## src/rtl/tmcc_frame_sync.sv

```systemverilog
// TMCC frame synchronizer for the one-seg channel: hunts for alternating sync
// words, tracks frame lock, and captures segment type and 102 info bits per frame.
module tmcc_frame_sync #(
  parameter logic [15:0] W0       = 16'b0011010111101110,
  parameter int          MISS_MAX = 2
) (
  input  logic         CLK,
  input  logic         RST,
  input  logic         ce,
  input  logic         valid_raw,
  input  logic         raw,
  output logic         locked,
  output logic         frame_start,
  output logic         sync_pol,
  output logic [2:0]   seg_type,
  output logic         tmcc_valid,
  output logic [101:0] tmcc_info
);

  localparam logic [15:0] W1 = ~W0;

  typedef enum logic [1:0] {HUNT, VERIFY, LOCK} state_t;

  state_t         state, state_nxt;
  logic [15:0]    sr;
  logic [15:0]    cand;
  logic [7:0]     idx, idx_nxt;
  logic [2:0]     miss, miss_inc;
  logic           exp_pol;
  logic [2:0]     seg_cap;
  logic [101:0]   info_cap;
  logic           accept, hunt_w0, hunt_w1, exp_match, at_sync, miss_out;

  // NOTE: every always_comb output gets a default first so no path leaves it
  // unassigned, which would otherwise infer a latch.
  always_comb begin
    accept    = ce & valid_raw;
    cand      = {sr[14:0], raw};
    hunt_w0   = (cand == W0);
    hunt_w1   = (cand == W1);
    exp_match = (cand == (exp_pol ? W1 : W0));
    at_sync   = (idx == 8'd16);
    miss_inc  = miss + 3'd1;
    miss_out  = (miss_inc == 3'(MISS_MAX));
    idx_nxt   = (idx == 8'd203) ? 8'd0 : idx + 8'd1;
    state_nxt = state;
    if (accept) begin
      case (state)
        HUNT:    if (hunt_w0 || hunt_w1) state_nxt = VERIFY;
        VERIFY:  if (at_sync) state_nxt = exp_match ? LOCK : HUNT;
        LOCK:    if (at_sync && !exp_match && miss_out) state_nxt = HUNT;
        default: state_nxt = HUNT;
      endcase
    end
  end

  // NOTE: sequential state uses non-blocking assignments so every register
  // samples the pre-edge values regardless of statement order.
  always_ff @(posedge CLK) begin
    if (RST) state <= HUNT;
    else     state <= state_nxt;
  end

  always_ff @(posedge CLK) begin
    if (RST) begin
      sr          <= '0;
      idx         <= '0;
      miss        <= '0;
      exp_pol     <= 1'b0;
      seg_cap     <= '0;
      info_cap    <= '0;
      locked      <= 1'b0;
      frame_start <= 1'b0;
      sync_pol    <= 1'b0;
      seg_type    <= '0;
      tmcc_valid  <= 1'b0;
      tmcc_info   <= '0;
    end else begin
      frame_start <= 1'b0;
      tmcc_valid  <= 1'b0;
      if (accept) begin
        sr <= cand;
        case (state)
          HUNT: begin
            if (hunt_w0 || hunt_w1) begin
              idx      <= 8'd17;
              exp_pol  <= hunt_w0;
              sync_pol <= hunt_w1;
            end
          end
          VERIFY: begin
            idx <= idx_nxt;
            if (at_sync && exp_match) begin
              exp_pol     <= ~exp_pol;
              sync_pol    <= exp_pol;
              locked      <= 1'b1;
              frame_start <= 1'b1;
            end
          end
          LOCK: begin
            idx <= idx_nxt;
            // Polarity keeps alternating across misses once locked.
            if (at_sync) begin
              exp_pol <= ~exp_pol;
              if (exp_match) begin
                miss        <= '0;
                frame_start <= 1'b1;
                sync_pol    <= exp_pol;
              end else if (miss_out) begin
                miss   <= '0;
                locked <= 1'b0;
              end else begin
                miss <= miss_inc;
              end
            end
            if (idx == 8'd203) begin
              seg_type   <= seg_cap;
              tmcc_info  <= info_cap;
              tmcc_valid <= 1'b1;
            end
          end
          default: ;
        endcase
        if (state != HUNT && idx >= 8'd17 && idx <= 8'd19)
          seg_cap <= {seg_cap[1:0], raw};
        if (state != HUNT && idx >= 8'd20 && idx <= 8'd121)
          info_cap <= {info_cap[100:0], raw};
      end
    end
  end

endmodule

```

## config.mk

```make
export PLATFORM = sky130hd
export DESIGN_NAME = tmcc_frame_sync
export DESIGN_NICKNAME = d
export VERILOG_FILES = /design/src/rtl/tmcc_frame_sync.sv
export SDC_FILE = /design/constraint.sdc
export NUM_CORES = 1
export LEC_CHECK = 0
export ABC_AREA = 1
export CELL_PAD_IN_SITES_DETAIL_PLACEMENT = 1
export CELL_PAD_IN_SITES_GLOBAL_PLACEMENT = 2
export CORE_MARGIN = 1.5
export CORE_UTILIZATION = 32
export DETAILED_ROUTE_END_ITERATION = 7
export GPL_TIMING_DRIVEN = 0
export PLACE_DENSITY_LB_ADDON = 0.12
export SETUP_SLACK_MARGIN = 0.5
export SYNTH_ARGS = -nofsm -noshare
export SYNTH_HDL_FRONTEND = slang
export SYNTH_SLANG_ARGS = --single-unit
```

## constraint.sdc

```tcl
create_clock -name CLK -period 1.77 [get_ports CLK]
set_input_delay 0.354 -clock CLK [delete_from_list [all_inputs] [get_ports CLK]]
set_output_delay 0.354 -clock CLK [all_outputs]
set_load 0.01 [all_outputs]
```

# == Yosys cells after proc, flatten, opt, wreduce, memory -nomap -nowiden ==
# Index checks and enable logic that the tools add are counted.
# classes
n_addsub,2
mul,0
div_mod_pow,0
order_cmp,4
n_eq_ne,16
shifts,0
n_mux,30
n_bitwise,4
n_reduce_logical,26
# op_table
operator,n
"equality test 16 x 14 -> 1 bit, second input constant",1
equality test 16 bit,1
"equality test 16 bit, second input constant",1
"greater-or-equal comparator 8 x 5 -> 1 bit, second input constant",2
2-to-1 mux 16 bit,1
2-to-1 mux 8 bit,2
"!= test 2 bit, second input constant",8
one-hot mux 8 bit (2 select lines),1
2-to-1 mux 1 bit,15
AND reduction 6 bit,2
AND reduction 3 bit,3
"adder 8 x 1 -> 8 bit, second input constant",1
"equality test 8 x 5 -> 1 bit, second input constant",1
"equality test 8 bit, second input constant",1
"<= comparator 8 x 5 -> 1 bit, second input constant",1
"<= comparator 8 x 7 -> 1 bit, second input constant",1
2-to-1 mux 2 bit,4
logical AND 1 bit,7
2-to-1 mux 3 bit,2
one-hot mux 1 bit (3 select lines),2
one-hot mux 2 bit (3 select lines),1
nonzero test 2 bit,3
AND reduction 5 bit,1
one-hot mux 1 bit (2 select lines),2
14 further kinds,18
# totals
ff_bits,243
latchBits,0
ram_bits,0
rom_bits,0
input_bits,5
elab_cells,95
mem_count,0

# == Logic depth before layout (Yosys ltp) ==
# Gate-level depths: netlist of the first run.
# depth
ltp_word,7
mapped_depth,13
ltp_nobuf,13

# == Worst setup path before layout of the first run ==
# No wires, ideal clock.
# synth_path
kind,reg2reg
startpoint,reg state[0]
endpoint,reg info_cap[42]
t_arrival_ns,1.491
required_ns,1.651
slack_ns,0.160
path_stages_with_launch,11
n_path_buf,2
cell_sequence,dfxtp_1 inv_1 ha_1 inv_1 nand2_1 nor2_1 nand3_2 buf_4 buf_4 o21ai_0 a21oi_1
# synth_between
elab_chain_cells,4
# synth_rtl
element,line_no,rtl
start: declaration,24,"state_t state, state_nxt;"
start signal: assignment,61,else state <= state_nxt;
nonzero test 2 bit,126,if (state != HUNT && idx >= 8'd20 && idx <= 8'd121)
logical AND 1 bit (2 in a row),126,
AND reduction 2 bit (no source line),n/a,
end signal: assignment,127,"info_cap <= {info_cap[100:0], raw};"
end: declaration,31,logic [101:0] info_cap;
# No other way between the ends.
# A chain may end at the register's enable or synchronous reset.

# == Final worst setup path of the first run ==
# layout_path
startpoint,reg state[1]
endpoint,reg info_cap[28]
# The elaborated chain is that of the path after synthesis.

==> results.toml, run 1 <==
[run_status]
status = "complete, no violations"

[pwr]
p_per_area_nw_per_um2 = 794.0
p_total_mw = 11.84
p_leak_nw = 5.726
irDropWorstVdd_mv = 0.6610

[run]
drv_cap = 0

[synth]
ys_warn_count = 0
synth_edf_count = 0
syn_area_per_cell_um2 = 7.774
synth_area_leader_cell = "dfxtp_1"
syn_inst = 1202
synth_nets = 1217
synth_cell_types = 26
synthTopCellsByArea = "dfxtp_1 (52%), a21oi_1 (12%), nand2_1 (6.5%)"
yosysTopAreaCellShare_pct = 52.06
synth_ff_type = "dfxtp_1"
synth.most_common_cell = "dfxtp_1"
yosysSeqAreaShare_pct = 52.06
ys_top_cells_by_count = "dfxtp_1 (243), a21oi_1 (230), nand2_1 (163), inv_1 (136), nand3_1 (117)"
synth-seq-cells = 243
async_reset_ff_share_pct = 0
syn_area_um2 = 9344

[finish]
final_nets = 1438
finish.utilization_pct = 51.95
seq_area_um2 = 4923
drive_above_1_share_pct = 35.22
final_cells = 1829
multi_input_area_um2 = 4883
fin_area_um2 = 14910
diodes = 0
flow.area_growth_from_synthesis_pct = 59.59
num-fill-cells = 3247

[global_route]
grt_usage_pct = 18.41
grt_pass1_wl_um = 45890
gr-total-overflow = 0
grt_pass1_vias = 8802
antenna_found_initial = 0
grt_max_degree = 14

[place]
dpl.hpwl_um = 18070
dp_cells = 1699
dp_slack_ns = -0.7391
place.gp.congestion = 0.8009
dpl-instance-area_um2 = 11180
io_buffers = 113

[sta]
final_max_slew_viol_count = 0
fin_ws_ns = 0.07665
rsz0062_at_grt = "yes"
finalHoldViolations = 0
fin_crit_sh_pct = 95.67
fin_setup_tns_ns = 0
hold_ws_ns = 0.3911
timing.fmax_mhz = 590.5
worst-slew-pin-transition_ns = 0.7176
skew_ns = 0.01024
setup-violations-final = 0
slew_headroom_pct = 52.16
period_needed_ns = 1.693

[worst_setup_path]
crit_path_cell_trace = "inv_2 > ha_4 > inv_4 > nand2_4 > nor2_4 > nand3_4 > buf_12 > buf_16 > buf_8 > o21ai_1 > a21oi_1"
cp-startpoint = "state[1]"
path_buf_inv = 5
r2r-start = "state[1]"
cp_data_arrival_time_ns = 2.12
cpLargestDelayFamily = "buffers and inverters"
start_kind = "flop"
slowest_stage = "dfxtp_4"
crit_fanout = 10
end_kind = "flop"
critical_path.max_stage_delay_ns = 0.35
crit_type = "reg2reg"
required_ns = 2.19

[detailed_routing]
initialDrtViolationCount = 330
wirelength_um = 30340
firstDrtPassIters = 4
wire_per_inst_um = 16.59
routed_via_density = 4.818
vias = 8813
ant_nets = 0
drc_errors = 0

[clocking]
cts_tree = "yes"
clock_latency_ns = 0.54
cts_buffers = 28
postCtsHoldBufs = 0
cts.clk_slew.worst_paths_ns = 0.06
cts_root_buf = "clkbuf_16"
htreeDepth = 1
cts.sinks = 243
clock_path_buffers = 3

[die]
core.rowCount = 62
initial_utilization_pct = 32.55
fp.dieArea_um2 = 30230
io_pins = 114
coreArea_um2 = 28700
die_w_um = 173.9
die_h_um = 173.9

[min_path]
min_from = "raw"
hp-class = "in2reg"
## cell usage in the layout (no fill, tap or decap), types with 6 or more instances in the layout
master	count
dfxtp_2	17
nor2_1	57
o21ai_1	33
a21oi_1	136
o21ai_2	61
nand2_4	54
buf_8	21
clkbuf_8	8
dfxtp_4	10
nand3_2	19
clkbuf_2	6
inv_1	122
dfxtp_1	216
nand2_1	90
buf_6	29
dlygate4sd2_1	104
buf_12	19
clkbuf_16	51
inv_4	8
a21oi_2	93
clkbuf_1	25
nand3_1	96
nand2_2	20
clkinv_2	9
buf_4	39
o21ai_0	33
inv_2	7
## layer usage
| layer | wire, um | part of all wire [%] | vias to the layer above | track usage [%] |
|---|---|---|---|---|
| li1 | - | - | 4406 | - |
| met5 | 0 | 0 | - | 0 |
| met2 | 14660 | 48 | 112 | 31.75 |
| met4 | 571 | 1.9 | 0 | 4.131 |
| met1 | 14260 | 47 | 4258 | 24.51 |
| met3 | 849 | 2.8 | 37 | 2.303 |
## cell type report
cell class	count	share of cell area [%]
Multi-Input combinational cell	738	32.75
Tap cell	384	3.222
Clock buffer	40	5.555
Inverter	139	3.767
Timing Repair Buffer	190	14.49
Sequential cell	243	33.02
Buffer	83	6.293
Clock inverter	12	0.9062
## sequential cells by signal, summed over array words and instances (netlist names), 2 cells and up
name and cells:
idx 8, info_cap 102, miss 3, seg_cap 3
seg_type 3, sr 15, state 2, tmcc_info 102
## what timing repair did
action	CTS	global route
endpoints found under the setup margin	352	352
setup buffers	34	15
pin swaps	28	44
endpoints found under the hold margin	0	0
resized for setup	289	389
cloned	9	20
## cells by family (layout without fill, tap and decap cells)
group	Yosys count	in the layout	share of synthesized area (%)
AND/OR/NAND/NOR	364	365	16.93
AO/OA/AOI/OAI	359	359	19.27
flip-flops	243	243	52.06
buffers and inverters	222	464	10.03
adder cells (fa/ha/maj)	10	10	1.339
XOR/XNOR	4	4	0.3749
## worst paths after layout
path | end | slack, ns | cells past startpoint
hold reg to reg | tmcc_info[40] | 0.46 | 2
setup reg to reg | info_cap[28] | 0.08 | 11
hold / removal | info_cap[0] | 0.39 | 3
setup / recovery | info_cap[28] | 0.08 | 11
## worst reg2reg max path: stages (launching register included)
cell and delay (ns):
dfxtp_4 0.35, inv_2 0.05, ha_4 0.16, inv_4 0.06, nand2_4 0.05, nor2_4 0.12, nand3_4 0.13, buf_12 0.16
buf_16 0.15, buf_8 0.14, o21ai_1 0.14, a21oi_1 0.06
## where the power goes
group	switching [mW]	internal, mW
clock network	2.35	3.68
registers	0.0193	5.48
logic	0.220	0.0941
Power figures use the tool's default switching activity.
==> run 2, diff against run 1 <==
- clock period: 1.77 -> 1.8 ns (I/O delays scaled with it)
==> run 2 against run 1 <==
Compared with the run above:
- clock skew hardly changed
- power is 1.9% lower
- sequential power fell by 2%
- combinational power fell by 3%
- register-to-register slack improved by 0.03 ns
- die area unchanged
- via count shrank 0.89%
- utilization shrank 2.6 points
- clock power shrank 2%
- final area down 5.1%
- sequential cell count stayed put
- first-iteration DRC count rose by 14%
- critical path type unchanged
- critical endpoint is now info_cap[30]
- highest routed layer unchanged
==> results.toml, run 2 (synthesis gave the netlist of run 1 again) <==
[detailed_routing]
vias = 8735
firstDrtPassIters = 4
routed_via_density = 4.826
ant_nets = 0
wire_per_inst_um = 15.92
drc_errors = 0
initialDrtViolationCount = 375
wirelength_um = 28810

[global_route]
top_usage_layer = "met2"
grt_pass1_wl_um = 44820
grt_pass1_vias = 8579
grt_max_degree = 14
grt_usage_pct = 17.89
use_met3_pct = 2.193
grt_use_met2_pct = 29.78
antenna_found_initial = 0
gr-total-overflow = 0
use_met1_pct = 24.83

[sta]
skew_ns = 0.009809
rsz0062_at_grt = "yes"
finalHoldViolations = 0
final_max_slew_viol_count = 0
period_needed_ns = 1.692
worst-slew-pin-transition_ns = 0.7640
slew_headroom_pct = 49.07
fin_crit_sh_pct = 94.01
hold_ws_ns = 0.4135
setup-violations-final = 0
timing.fmax_mhz = 591.0
fin_setup_tns_ns = 0

[place]
place.gp.congestion = 0.7349
io_buffers = 113
dpl.hpwl_um = 18310

[finish]
final_nets = 1419
drive_above_1_share_pct = 29.80
final_cell_mix = "dfxtp_1 (225), a21oi_1 (166), inv_1 (124)"
top_regs = "info_cap x102, tmcc_info x102, sr x15"
diodes = 0
final_common_cell = "dfxtp_1"
flow.area_growth_from_synthesis_pct = 51.47

[worst_setup_path]
cp_data_arrival_time_ns = 2.11
crit_fanout = 10
crit_type = "reg2reg"
end_kind = "flop"
required_ns = 2.22
r2r_setup_slack_ns = 0.11
start_kind = "flop"

[clocking]
cts_tree = "yes"
cts.sinks = 243
clock_latency_ns = 0.53
cts_root_buf = "clkbuf_16"
clock_path_buffers = 3
cts_buffers = 28
cts.clk_slew.worst_paths_ns = 0.06
htreeDepth = 1

[min_path]
hp-class = "in2reg"

[pwr]
irDropWorstVdd_mv = 0.5071
p_leak_nw = 5.499
p_total_mw = 11.61
p_per_area_nw_per_um2 = 820.5

[die]
initial_utilization_pct = 32.55
die_w_um = 173.9
core.rowCount = 62
io_pins = 114
fp.dieArea_um2 = 30230
die_h_um = 173.9
coreArea_um2 = 28700

[run_status]
status = "complete, no violations"

[run]
drv_cap = 0
run 2: report_power, final:
group	internal, mW	switching [mW]
Combinational	0.0930	0.211
Clock	3.59	2.31
Sequential	5.39	0.0188
run 2: cell type report:
| class | instances | area [um^2] |
|---|---|---|
| Fill cell | 3323 | 14550 |
| Tap cell | 384 | 480.5 |
| Inverter | 139 | 559.3 |
| Clock buffer | 41 | 862.1 |
| Multi-Input combinational cell | 737 | 4627 |
| Timing Repair Buffer | 172 | 1740 |
| Sequential cell | 243 | 4900 |
| Clock inverter | 11 | 105.1 |
| Buffer | 83 | 879.6 |
run 2: through the flow:
step | utilization (%) | cells | instance area [um^2] | setup WS (ns)
global route | 49.31 | 1810 | 14150 | 0.04328
floorplan | - | 1202 | 9523 | 0.3507
global placement | 38.79 | 1699 | 11130 | -0.6996
CTS | 43.30 | 1767 | 12430 | 0.1202
detailed placement | 38.79 | 1699 | 11130 | -0.7200
finish | 49.31 | 1810 | 14150 | 0.1079
run 2: path summary, 6_finish.rpt:
path / from / to / cells after the start
setup reg to reg: idx[0] / info_cap[30] / 9
setup / recovery: idx[0] / info_cap[30] / 9
hold / removal: raw / seg_cap[0] / 3
hold reg to reg: tmcc_info[48] / tmcc_info[48] / 2
run 2: per-layer routing:
metal,vias up,part of all wire (%),routed length (um)
li1,4360,-,-
met1,4217,47,13570
met2,119,48,13770
met3,39,3.3,956
met4,0,1.8,514
met5,-,0,0
run 2: critical path: stages, from the launching register on:
cell	delay, ns
dfxtp_4	0.38
inv_4	0.08
ha_4	0.14
a21oi_2	0.04
o21ai_2	0.18
nand3_4	0.19
buf_12	0.22
buf_8	0.15
o21ai_1	0.14
a21oi_1	0.05
run 2: what timing repair did:
item / in CTS / in global routing
pin swaps: 5 / 33
setup buffers: 13 / 32
endpoints found under the setup margin: 352 / 352
cloned: 3 / 11
hold buffers: 0 / 0
gates resized for setup: 221 / 348
==> run 3, diff against run 2 <==
- REMOVE_ABC_BUFFERS: not set -> 1
==> run 3 against run 2 <==
Compared with the run above:
- sequential power is essentially flat
- global-route usage grew 1.2 points
- clock skew shrank 0.0016 ns
- non-clock buffer count shrank 35
- final cell count shrank 1.4%
- wire length grew 22%
- final area grew 0.74%
- power shrank 3.0%
- clock power shrank 5.6%
- critical path type unchanged
- critical endpoint is now tmcc_info[17]
==> results.toml, run 3 (synthesis gave the netlist of run 1 again) <==
[sta]
skew_ns = 0.008245
timing.fmax_mhz = 569.4
fin_setup_tns_ns = 0
hold_ws_ns = 0.2089
period_needed_ns = 1.756
slew_headroom_pct = 51.77
fin_crit_sh_pct = 97.58
setup-violations-final = 0
finalHoldViolations = 0
worst-slew-pin-transition_ns = 0.7234
final_max_slew_viol_count = 0
rsz0062_at_grt = "yes"
fin_ws_ns = 0.04364

[place]
dp_slack_ns = -1.521
io_buffers = 113
place.gp.congestion = 0.7705
dpl.hpwl_um = 14370

[detailed_routing]
routed_via_density = 5.002
top_layer = "met4"
met1Wirelength_um = 16330
initialDrtViolationCount = 455
wirelength_um = 35080
drc_errors = 0
vias = 8924
routed-wl-met3_um = 1175
wire_per_inst_um = 19.66
firstDrtPassIters = 5
ant_nets = 0
route.met2.wl_um = 17150

[pwr]
p_int_mw = 8.769
p_total_mw = 11.27
p_leak_nw = 5.488
switching_share_pct = 22.17
seqPwrFrac_pct = 48.1
clock_power_share_pct = 49.4
combPwrFrac_pct = 2.5
irDropWorstVdd_mv = 0.7073
p_per_area_nw_per_um2 = 790.2
p_sw_mw = 2.498

[clocking]
cts_tree = "yes"
cts.sinks = 243
htreeDepth = 1
postCtsHoldBufs = 0
clock_path_buffers = 3
cts_root_buf = "clkbuf_16"
cts.clk_slew.worst_paths_ns = 0.06
clock_latency_ns = 0.53
cts_buffers = 29

[global_route]
grt_usage_pct = 19.05
gr-total-overflow = 0
grt_pass1_vias = 8431
antenna_found_initial = 0
grt_pass1_wl_um = 46590
grt_max_degree = 68

[worst_setup_path]
path_buf_inv = 4
start_kind = "flop"
critical_path.max_stage_delay_ns = 0.40
worst-r2r-cell-count = 10
end_kind = "flop"
required_ns = 2.17
crit_fanout = 6
r2r_setup_slack_ns = 0.04
cpLargestDelayFamily = "buffers and inverters"
crit_path_cell_trace = "ha_4 > inv_2 > nor2_4 > nand2_4 > inv_16 > buf_16 > nand2_8 > buf_16 > nand2_1 > a21oi_1"
crit_type = "reg2reg"
cp_data_arrival_time_ns = 2.12
path_common_cell = "buf_16"
cp.depth = 10
slowest_stage = "dfxtp_4"

[finish]
drive_above_1_share_pct = 27.79
diodes = 0
final_cell_mix = "dfxtp_1 (220), a21oi_1 (182), inv_1 (120)"
top_regs = "info_cap x102, tmcc_info x102, sr x15"
final_common_cell = "dfxtp_1"
flow.area_growth_from_synthesis_pct = 52.60
final_nets = 1396

[die]
core.rowCount = 62
initial_utilization_pct = 32.55
die_h_um = 173.9
fp.dieArea_um2 = 30230
io_pins = 114
die_w_um = 173.9
coreArea_um2 = 28700

[min_path]
hp-class = "in2reg"
holdPathStages = 3

[run]
drv_cap = 0

[run_status]
status = "complete, no violations"
-- run 3: metal layers --
metal / vias to the layer above / track usage [%]
met3: 33 / 2.456
met4: 0 / 3.807
met2: 140 / 32.22
met5: - / 0
li1: 4341 / -
met1: 4410 / 26.03
-- run 3: through the flow --
step | area, um^2 | cells | util (%)
after floorplan | 8929 | 1119 | -
after global placement | 10540 | 1616 | 36.72
after detailed placement | 10820 | 1626 | 37.68
after CTS | 12430 | 1727 | 43.30
after global routing | 14260 | 1784 | 49.68
final | 14260 | 1784 | 49.68
-- run 3: area by class of cell --
cell class | count | area, um^2
well taps | 384 | 480.5
flip-flops and latches | 243 | 4913
clock buffers | 43 | 828.3
multi-input cells | 745 | 4649
inverters | 139 | 561.8
fillers | 3305 | 14440
repair buffers | 220 | 2726
clock inverters | 7 | 62.56
repair inverters | 3 | 36.28
-- run 3: path summary, 6_finish.rpt --
check,startpoint,to
worst max-delay path,idx[0],tmcc_info[17]
worst min register to register,info_cap[101],info_cap[101]
worst min-delay path,raw,sr[0]
worst max register to register,idx[0],tmcc_info[17]
-- run 3: worst min-delay path, delay by kind of cell --
family                 cells  cell delay, ns
buffers and inverters      2            0.27
AO/OA/AOI/OAI              1            0.06
-- run 3: repair_timing --
action                     in CTS  in global routing
setup buffers                  35                 25
setup endpoints to repair     352                352
pin swaps                       9                 25
cloned                         16                 32
resized for setup             205                324
-- run 3: power groups by stage --
stage	Clock [mW]	Combinational (mW)	Sequential (mW)
finish	5.57	0.282	5.41
global route	5.95	0.312	5.41
CTS	5.71	0.245	5.42
detailed placement	0	0.232	5.54
global placement	0	0.228	5.54
floorplan	0	0.122	5.53
==> patch: new RTL, flow settings as in run 1 <==
Reset style: asynchronous (`RST`), changed in 2 clocked blocks.
--- a/src/rtl/tmcc_frame_sync.sv
+++ b/src/rtl/tmcc_frame_sync.sv
@@ -57,10 +57,10 @@
   // NOTE: sequential state uses non-blocking assignments so every register
   // samples the pre-edge values regardless of statement order.
-  always_ff @(posedge CLK) begin
+  always_ff @(posedge CLK or posedge RST) begin
     if (RST) state <= HUNT;
     else     state <= state_nxt;
   end
 
-  always_ff @(posedge CLK) begin
+  always_ff @(posedge CLK or posedge RST) begin
     if (RST) begin
       sr          <= '0;
Function: no difference found for any inputs over 10 cycles, from zero or initial values and one cycle with RST high; that may be too few to reach the edited logic, so the function may still have changed.
==> patch against run 1 <==
- critical path depth fell by 1
- count of clock-buffer cells in the layout fell by 2
- setup slack got worse by 0.062 ns
- cell area fell by 1.5%
- sequential cell count did not move
- wire length fell by 11%
- synthesized area rose by 5.5%
Power is not compared: it rests on default switching activity, and its combinational part moved more than twofold at a synthesized area within 25%.
==> patch: results <==
group,metric,value,unit
critical_path,startpoint,"state[0]",
layout,fin_nets,1260,
layout,buffers,220,
status,outcome,"finished clean",
critical_path,cp.arrival,2.18,ns
critical_path,r2r_cells,10,
route,via_per_inst,4.60,
layout,regArea,0.00609,mm^2
place,placed_area,0.0118,mm^2
synth,synthArstFlopShare,1.00,
synth,ys_top_cells_by_area,"dfrtp_1 62%, nand2_1 11%, o21ai_0 6.8%",
grt,grt_use_met3,0.0247,
layout,seq_cells,243,
route,dr_total_vias,7650,
route,wl_met2,13.0,mm
synth,synthDistinctLibCells,30,
place,post-place-ws,-0.506,ns
layout,n_fill_cell,3326,
route,wl_met3,931,um
critical_path,crit_slowest_cell,"dfrtp_1",
layout,inverters,145,
route,postRouteWirelength,27.1,mm
worst_hold_path,hp-class,"input pin to async pin",
sta,holdWs,0.272,ns
critical_path,r2r_end,"tmcc_info[27]",
critical_path,r2r_slack,0.01,ns
floorplanning,dieArea,0.0319,mm^2
layout,fin_util,0.483,
synth,postSynthAreaPerCell,9.46,um^2
place,dp_hpwl,16.8,mm
synth,synthTopCellsByCount,"284 x nand2_1, 243 x dfrtp_1, 143 x inv_1",
power,leakagePower,6.76,nW
grt,grt_start_max_net_pins,39,
layout,num-multi-input-gates,607,
grt,use_met2,0.274,
power,p_int,11.1,mW
route,drtIter0Drc,274,
critical_path,critPathMaxStageDelay,0.41,ns
grt,grt_pass1_wl,42.6,mm
layout,multi_input_area,0.00390,mm^2
power,p_comb,3.55,mW
synth,synthFlopType,"dfrtp_1",
layout,bufAreaShareNonClock,0.183,
layout,nClkBuffers,38,
sta,slew_viol_final,0,
grt,use_met1,0.235,
critical_path,critical_path.max_fanout,8,
route,drt-met1-wl,12.8,mm
sta,clock.fmax,570,MHz
synth,synthesis.nets,1057,
grt,grt_pass1_vias,7997,
place,gp_congestion,0.737,
synth,ys_seq_area_frac,0.617,
layout,clkCellAreaFrac,0.0638,
sta,tightest_slew,0.722,ns
sta,clock_skew,0.0124,ns
[patch: cell types whose count changed after synthesis, sizes merged, moves of 34 or more]
cell   before  now
o21ai     128  239
dfxtp     243    0
nand2     165  285
nand3     118   17
dfrtp       0  243
nor2       67   33
a21oi     231    2
[patch: logic make-up (layout without fill, tap and decap cells)]
kind of cell / Yosys count / in the layout / share of synthesized area
buffers and inverters: 192 / 416 / 0.0923
AOI/OAI and AO/OA: 243 / 243 / 0.134
xor gates and xnor gates: 4 / 4 / 0.00355
DFF: 243 / 243 / 0.617
and+or+nand+nor: 350 / 350 / 0.141
adders and majority gates: 10 / 10 / 0.0127
[patch: what timing repair did]
item / 4_1_cts / 5_1_grt
gates cloned: 8 / 14
setup endpoints to repair: 403 / 450
pin swaps: 5 / 18
gates resized for setup: 273 / 286
hold buffers: 0 / 0
setup buffers: 16 / 15
